--- config.mk ---
export PLATFORM = sky130hd
export DESIGN_NAME = param_mux
export DESIGN_NICKNAME = d
export VERILOG_FILES = /design/src/rtl/mux_pkg.sv /design/src/rtl/mux_reg.sv /design/src/rtl/param_mux.sv
export SDC_FILE = /design/constraint.sdc
export NUM_CORES = 1
export LEC_CHECK = 0
export CAP_MARGIN = 20
export CORE_AREA = 2 2 124 126
export CTS_CLUSTER_SIZE = 10
export DETAILED_ROUTE_END_ITERATION = 16
export DIE_AREA = 0 0 126 128
export SKIP_LAST_GASP = 1
export SYNTH_ARGS = -nofsm -noshare
export SYNTH_HDL_FRONTEND = slang
export SYNTH_SLANG_ARGS = --single-unit
--- constraint.sdc ---
create_clock -name clk -period 0.84 [get_ports clk]
set_input_delay 0.168 -clock clk [delete_from_list [all_inputs] [get_ports clk]]
set_output_delay 0.168 -clock clk [all_outputs]
set_load 0.005 [all_outputs]
--- src/rtl/mux_pkg.sv ---
// Shared limits and select-range helper for the parameterized select multiplexers.
package mux_pkg;

  localparam int unsigned MAX_WAY   = 8;
  localparam int unsigned MAX_WIDTH = 64;

  // The select value is already zero-extended by the caller, so the compare is unsigned.
  function automatic bit sel_in_range(input logic [31:0] sel, input int unsigned way);
    return sel < way;
  endfunction

endpackage

--- src/rtl/mux_reg.sv ---
// Asynchronously reset register that holds the pipelined mux output and range flag.
module mux_reg #(
  parameter int unsigned W = 33
) (
  input  logic         clk,
  input  logic         rst,
  input  logic [W-1:0] d,
  output logic [W-1:0] q
);

  logic [W-1:0] r_q;

  // NOTE: sequential state uses non-blocking assignments so every register samples pre-edge values.
  always_ff @(posedge clk or posedge rst) begin
    if (rst) r_q <= '0;
    else     r_q <= d;
  end

  assign q = r_q;

endmodule

--- src/rtl/param_mux.sv ---
// N-way, WIDTH-bit binary-select multiplexer with a combinational output,
// a registered copy and a registered select-out-of-range flag.
module param_mux
  import mux_pkg::*;
#(
  parameter int unsigned WAY   = 2,
  parameter int unsigned SEL_W = 1,
  parameter int unsigned WIDTH = 32
) (
  input  logic             clk,
  input  logic             rst,
  input  logic [SEL_W-1:0] s,
  input  logic [WIDTH-1:0] d0,
  input  logic [WIDTH-1:0] d1,
  input  logic [WIDTH-1:0] d2,
  input  logic [WIDTH-1:0] d3,
  input  logic [WIDTH-1:0] d4,
  input  logic [WIDTH-1:0] d5,
  input  logic [WIDTH-1:0] d6,
  input  logic [WIDTH-1:0] d7,
  output logic [WIDTH-1:0] y,
  output logic [WIDTH-1:0] y_q,
  output logic             sel_err
);

  localparam int unsigned SX_W = (SEL_W > 4) ? SEL_W : 4;

  if (WAY < 2 || WAY > MAX_WAY) begin : g_bad_way
    $fatal(1, "param_mux: WAY=%0d outside 2..%0d", WAY, MAX_WAY);
  end
  if (WIDTH < 1 || WIDTH > MAX_WIDTH) begin : g_bad_width
    $fatal(1, "param_mux: WIDTH=%0d outside 1..%0d", WIDTH, MAX_WIDTH);
  end
  if ((1 << SEL_W) < WAY) begin : g_bad_sel_w
    $fatal(1, "param_mux: SEL_W=%0d cannot address WAY=%0d inputs", SEL_W, WAY);
  end

  logic [WIDTH-1:0] w_d_arr [MAX_WAY];
  logic [SX_W-1:0]  w_sel_ext;
  logic             w_in_range;
  logic [WIDTH:0]   w_reg_q;

  assign w_d_arr[0] = d0;
  assign w_d_arr[1] = d1;
  assign w_d_arr[2] = d2;
  assign w_d_arr[3] = d3;
  assign w_d_arr[4] = d4;
  assign w_d_arr[5] = d5;
  assign w_d_arr[6] = d6;
  assign w_d_arr[7] = d7;

  assign w_sel_ext = SX_W'(s);

  // Priority chain of conditionals: an X select merges the candidates to X
  // instead of silently falling through to the zero default.
  logic [WIDTH-1:0] w_chain [WAY+1];
  assign w_chain[0] = '0;

  for (genvar i = 0; i < WAY; i++) begin : g_sel
    assign w_chain[i+1] = (w_sel_ext == SX_W'(i)) ? w_d_arr[i] : w_chain[i];
  end

  assign y          = w_chain[WAY];
  assign w_in_range = sel_in_range(32'(w_sel_ext), WAY);

  mux_reg #(
    .W (WIDTH + 1)
  ) u_reg (
    .clk (clk),
    .rst (rst),
    .d   ({~w_in_range, y}),
    .q   (w_reg_q)
  );

  assign sel_err = w_reg_q[WIDTH];
  assign y_q     = w_reg_q[WIDTH-1:0];

endmodule

==> summary.txt, run 1 <==
Timing
  – Pins over their slew limit: 0
  – Fin Setup TNS: -9.500 ns
  – Final hold vios: 0
  – Fin crit period: 1.073 ns
  – Worst Slack Setup Final: -0.2331 ns
  – Max Fclk: 931.9 MHz
  – Crit share post-route: 127.7%
  – Final Setup Violations: 64
  – RSZ-0062 raised after global routing: yes

Placement
  – Port buffer count: 130
  – DP Wirelength: 4670 microns
  – Routability cong.: 0.7080
  – Place WS: -0.6865 ns

Worst hold path
  – Hold Path Class: input port to flip-flop
  – Worst Hold Launch: d0[16]

Worst setup path
  – Delay-heaviest family, CP: buffers and inverters
  – Element type at the critical path end: output port
  – Worst Setup SP: s
  – CP Launch Type: input port
  – CP required: 0.67 ns
  – Type of the worst setup path: input port to output port
  – CP Max Fanout: 5
  – CP Cell Sequence: buf_12 -> buf_8 -> mux2_4 -> buf_6
  – CP max stage delay: 0.34 ns
  – Data arrival time of the worst path: 0.91 ns
  – Count of buffer and inverter cells on the critical path: 3
  – Worst path slowest cell: mux2_4

Layout
  – Fillers: 1,675
  – Nets: 481
  – Area of the multi-input gates: 484.2 sq um
  – Number of flip-flops in the largest register: 32
  – N_diodes: 0
  – Layout cells sized above 1: 56.05%
  – Area Overhead vs Synth: 125.9%
  – Register area: 800.8 sq um

Global route
  – Global Route met2 Usage: 11.32%
  – Congestion Overflow GR: 0
  – Most used routing layer in global routing: met2
  – Antenna violations before repair: 0
  – GRT Overall Usage: 7.493%
  – First-pass GRT wire length: 8680 microns
  – Routing usage on met3: 3.297%
  – Pin count of the biggest net entering global routing: 18
  – Grt met1 use: 9.249%
  – Vias in the first global route: 1,455

Synth
  – Syn. warnings: 0
  – Largest cells by area after synthesis: dfrtp_1, mux2_4, buf_12
  – Synthesized instance count: 71
  – Sequential area share after synthesis: 58.88%
  – Post-synth top area cell: dfrtp_1
  – Number of synthesized register bits: 32
  – Distinct cells, synth: 8
  – Syn Area/Cell: 19.16 sq um
  – Mapped Area: 1360 sq um
  – Yosys top cell area share: 58.88%
  – Syn Nets: 330

Floorplan
  – Die area: 16,130 sq um
  – FP Rows: 45
  – Width of the die: 126 microns
  – Core area: 14,860 sq um
  – Initial Utilization: 9.150%
  – Die height: 128 microns
  – IO Pins: 324

CTS
  – TritonCTS clock tree: done
  – Clock root buffer: clkbuf_16
  – H-tree depth: 2
  – Reg clk slew, reported paths: 0.06 ns
  – CTS sink count: 32
  – CTS buffer count: 5
  – Max clock buf depth: 2

Power and ir drop
  – Maximum vdd drop: 1.240 mV
  – Leak: 0.001525 uW
  – PD cells: 1626 nW/um^2

Route
  – DR vias: 1,217
  – DR vias/cell: 2.961
  – Iteration-0 DRC Markers: 12
  – Per-cell routed wire length: 14.44 microns
  – DRC violations left: 0
  – Initial DRT Pass Iterations: 2
  – Antenna Nets Post-Route: 0
  – WL final: 5933 microns

Outcome
  – Failing checks: setup timing
  – Run status: finished, violations left

Flow run
  – Maxcap violations: 0
[Yosys cell counts, drive strengths merged]
| master | count |
|---|---|
| dfrtp | 32 |
| mux2 | 32 |
| buf | 5 |
| conb | 1 |
| inv | 1 |
[metrics by stage]
stage / power, uW / utilization, % / hold slack [ns] / cells / area, sq um
after floorplan: 2079 / - / 0.09637 / 71 / 1373
after global placement: 3006 / 19.79 / 0.6085 / 394 / 2942
after detailed placement: 3009 / 19.79 / 0.5912 / 394 / 2942
after CTS: 5116 / 20.55 / 0.2465 / 410 / 3054
after global routing: 5283 / 20.67 / 0.2545 / 411 / 3073
final: 4997 / 20.67 / 0.2541 / 411 / 3073
[path summary, 6_finish.rpt]
check,end,slack (ns),depth (start not counted)
max,y[21],-0.23,4
min,u_reg.q[16]$_DFF_PP0_,0.25,2
max in group asynchronous,u_reg.q[13]$_DFF_PP0_,0.42,3
min in group asynchronous,u_reg.q[19]$_DFF_PP0_,0.29,3
[cell type report]
cell class | count | area share (%)
Clock buffer | 5 | 4.072
Multi-Input combinational cell | 33 | 15.76
Tap cell | 188 | 7.655
Sequential cell | 32 | 26.06
Clock inverter | 3 | 1.384
Timing Repair Buffer | 149 | 44.83
Inverter | 1 | 0.2443
[power breakdown]
group | internal [uW] | switching, uW
Clock | 1390 | 720
Sequential | 1660 | 31.9
Combinational | 772 | 422
[repair_timing]
action / CTS / global route
resized for setup: 366 / 3
setup buffers: 6 / 1
setup endpoints to repair: 64 / 66
cloned: 2 / 0
hold buffers: 0 / 0
[layout by cell type (no fill, tap or decap), drive strengths merged]
cell	synthesis	layout
clkbuf	0	5
dfrtp	32	32
clkinvlp	0	2
dlygate4sd2	0	64
conb	1	1
clkdlybuf4s50	0	1
buf	5	84
bufinv	0	1
clkinv	0	1
mux2	32	32
[metal layers]
metal	vias up	part of all wire, %
met5	-	0
met4	0	1.9
met3	5	11
met2	85	44
met1	584	43
li1	543	-
[logic make-up (layout without fill, tap and decap cells)]
kind of cell	count (synthesis)	after routing	synth area share, %
buf+inv	6	158	6.072
mux	32	32	34.77
other cells	1	1	0.2757
flops	32	32	58.88
Power figures use the tool's default switching activity.
==> inputs of run 2 (changes only) <==
CELL_PAD_IN_SITES_DETAIL_PLACEMENT = 1   (was not set)
CELL_PAD_IN_SITES_GLOBAL_PLACEMENT = 2   (was not set)
CORE_AREA = 2 2 127 129   (was 2 2 124 126)
DIE_AREA = 0 0 129 131   (was 0 0 126 128)
PLACE_DENSITY_LB_ADDON = 0.1   (was not set)
==> run 2 against run 1 <==
The flow still finishes with violations (setup timing). Total power down 6.2%. Via count up 2.9%. Sequential share of layout area down 0.77 points. Global-route usage about the same. Sequential cell count unchanged. Count of clock-buffer cells in the layout up 1. First-iteration DRC count down 25%. Final cell count up 9.2%. Critical path depth unchanged. Wire length up 12%.
==> summary.txt, run 2 (synthesis results as in run 1) <==
Outcome
  – Run status: finished, violations left
  – Failing checks: setup timing

Timing
  – Max Fclk: 936.6 MHz
  – Worst Slack Setup Final: -0.2277 ns
  – Fin Setup TNS: -9.461 ns
  – Final hold vios: 0
  – Fin crit period: 1.068 ns
  – RSZ-0062 raised after global routing: yes
  – Final Setup Violations: 71
  – Crit share post-route: 127.1%
  – Pins over their slew limit: 0

Layout
  – N_diodes: 0
  – Final non-filler cell total: 449
  – Number of flip-flops in the largest register: 32
  – Commonest non-fill, non-tap cell in the layout: dlygate4sd2_1
  – Area Overhead vs Synth: 132.8%
  – Commonest non-fill, non-tap cells in the layout: dlygate4sd2_1, buf_6, mux2_4, dfrtp_1, buf_2
  – Nets: 492
  – Layout cells sized above 1: 57.51%
  – Post-route design area: 3167 sq um

Floorplan
  – FP Rows: 46
  – Width of the die: 129 microns
  – IO Pins: 324
  – Initial Utilization: 8.720%
  – Die height: 131 microns
  – Core area: 15,600 sq um
  – Die area: 16,900 sq um

Global route
  – Congestion Overflow GR: 0
  – GRT Overall Usage: 7.496%
  – Pin count of the biggest net entering global routing: 24
  – Vias in the first global route: 1,371
  – Antenna violations before repair: 0
  – First-pass GRT wire length: 8873 microns

Placement
  – Cell Area, Placed: 3029 sq um
  – Placed cells: 429
  – Routability cong.: 0.6049
  – DP Wirelength: 5166 microns
  – Port buffer count: 130

Power and ir drop
  – PD cells: 1481 nW/um^2
  – Leak: 0.001567 uW
  – Maximum vdd drop: 0.6709 mV

Route
  – WL final: 6631 microns
  – Per-cell routed wire length: 14.77 microns
  – DR vias/cell: 2.788
  – Antenna Nets Post-Route: 0
  – Iteration-0 DRC Markers: 9
  – Initial DRT Pass Iterations: 4
  – DR vias: 1,252
  – DRC violations left: 0

Worst setup path
  – CP Max Fanout: 8
  – Data arrival time of the worst path: 0.90 ns
  – Type of the worst setup path: input port to output port
  – CP Launch Type: input port
  – CP required: 0.67 ns
  – Element type at the critical path end: output port

CTS
  – H-tree depth: 2
  – Hold_buf cts: 0
  – Clock root buffer: clkbuf_16
  – CTS sink count: 32
  – TritonCTS clock tree: done
  – Max clock buf depth: 2
  – CTS buffer count: 5
  – Reg clk slew, reported paths: 0.05 ns

Flow run
  – Maxcap violations: 0

Worst hold path
  – Hold Path Class: input port to flip-flop
==> run 2: changes by cell type in the layout (fill, tap and decap cells not counted), sizes merged <==
cell,previous run,this run
buf,84,94
clkbuf,5,7
clkdlybuf4s15,0,2
dlygate4sd2,64,62
bufinv,1,0
clkinvlp,2,1
==> run 2: worst paths after layout <==
check                       start               endpoint  slack [ns]  cells after the start
max                             s                  y[27]       -0.23                      4
min                        d1[29]  u_reg.q[29]$_DFF_PP0_        0.24                      2
max in group asynchronous     rst  u_reg.q[26]$_DFF_PP0_        0.41                      3
min in group asynchronous     rst   u_reg.q[3]$_DFF_PP0_        0.27                      3
==> run 2: what timing repair did <==
item / in CTS / in global routing
cloned: 1 / 1
gates resized for setup: 371 / 0
endpoints found under the setup margin: 74 / 72
pin swaps: 0 / 0
buffers inserted: 11 / 0
==> run 2: layout make-up <==
type / count / area, sq um
multi-input combinational: 33 / 484.2
tap: 216 / 270.3
fill: 1779 / 12430
clock inverter: 1 / 5.005
timing repair buffer: 160 / 1470
sequential: 32 / 800.8
clock buffer: 6 / 128.9
inverter: 1 / 7.507
==> run 2: metal layers <==
metal / wire length [microns] / GRT usage [%]
met1: 2491 / 8.381
met2: 3128 / 11.39
met3: 960 / 5.293
met4: 50 / 2.302
met5: 0 / 0
==> run 2: critical path, stage by stage <==
cell and delay [ns]:
buf_12 0.13, clkbuf_16 0.16, mux2_4 0.30, buf_6 0.12
==> run 2: power breakdown <==
part	leakage [uW]	switching [uW]	total [uW]	internal, uW
registers	0.000373	34.3	1690	1660
logic	0.00113	426	1250	823
clock network	0.0000667	670	1750	1080
==> run 2: stage by stage <==
step / setup slack [ns] / power, uW / hold slack, ns / utilization [%]
after floorplan: -0.04814 / 2079 / 0.09637 / -
after global placement: -0.7251 / 3057 / 0.5712 / 19.42
after CTS: -0.2277 / 4803 / 0.2200 / 20.14
after detailed placement: -0.7358 / 3041 / 0.5765 / 19.42
final: -0.2277 / 4690 / 0.2398 / 20.30
after global routing: -0.2439 / 4979 / 0.2313 / 20.30
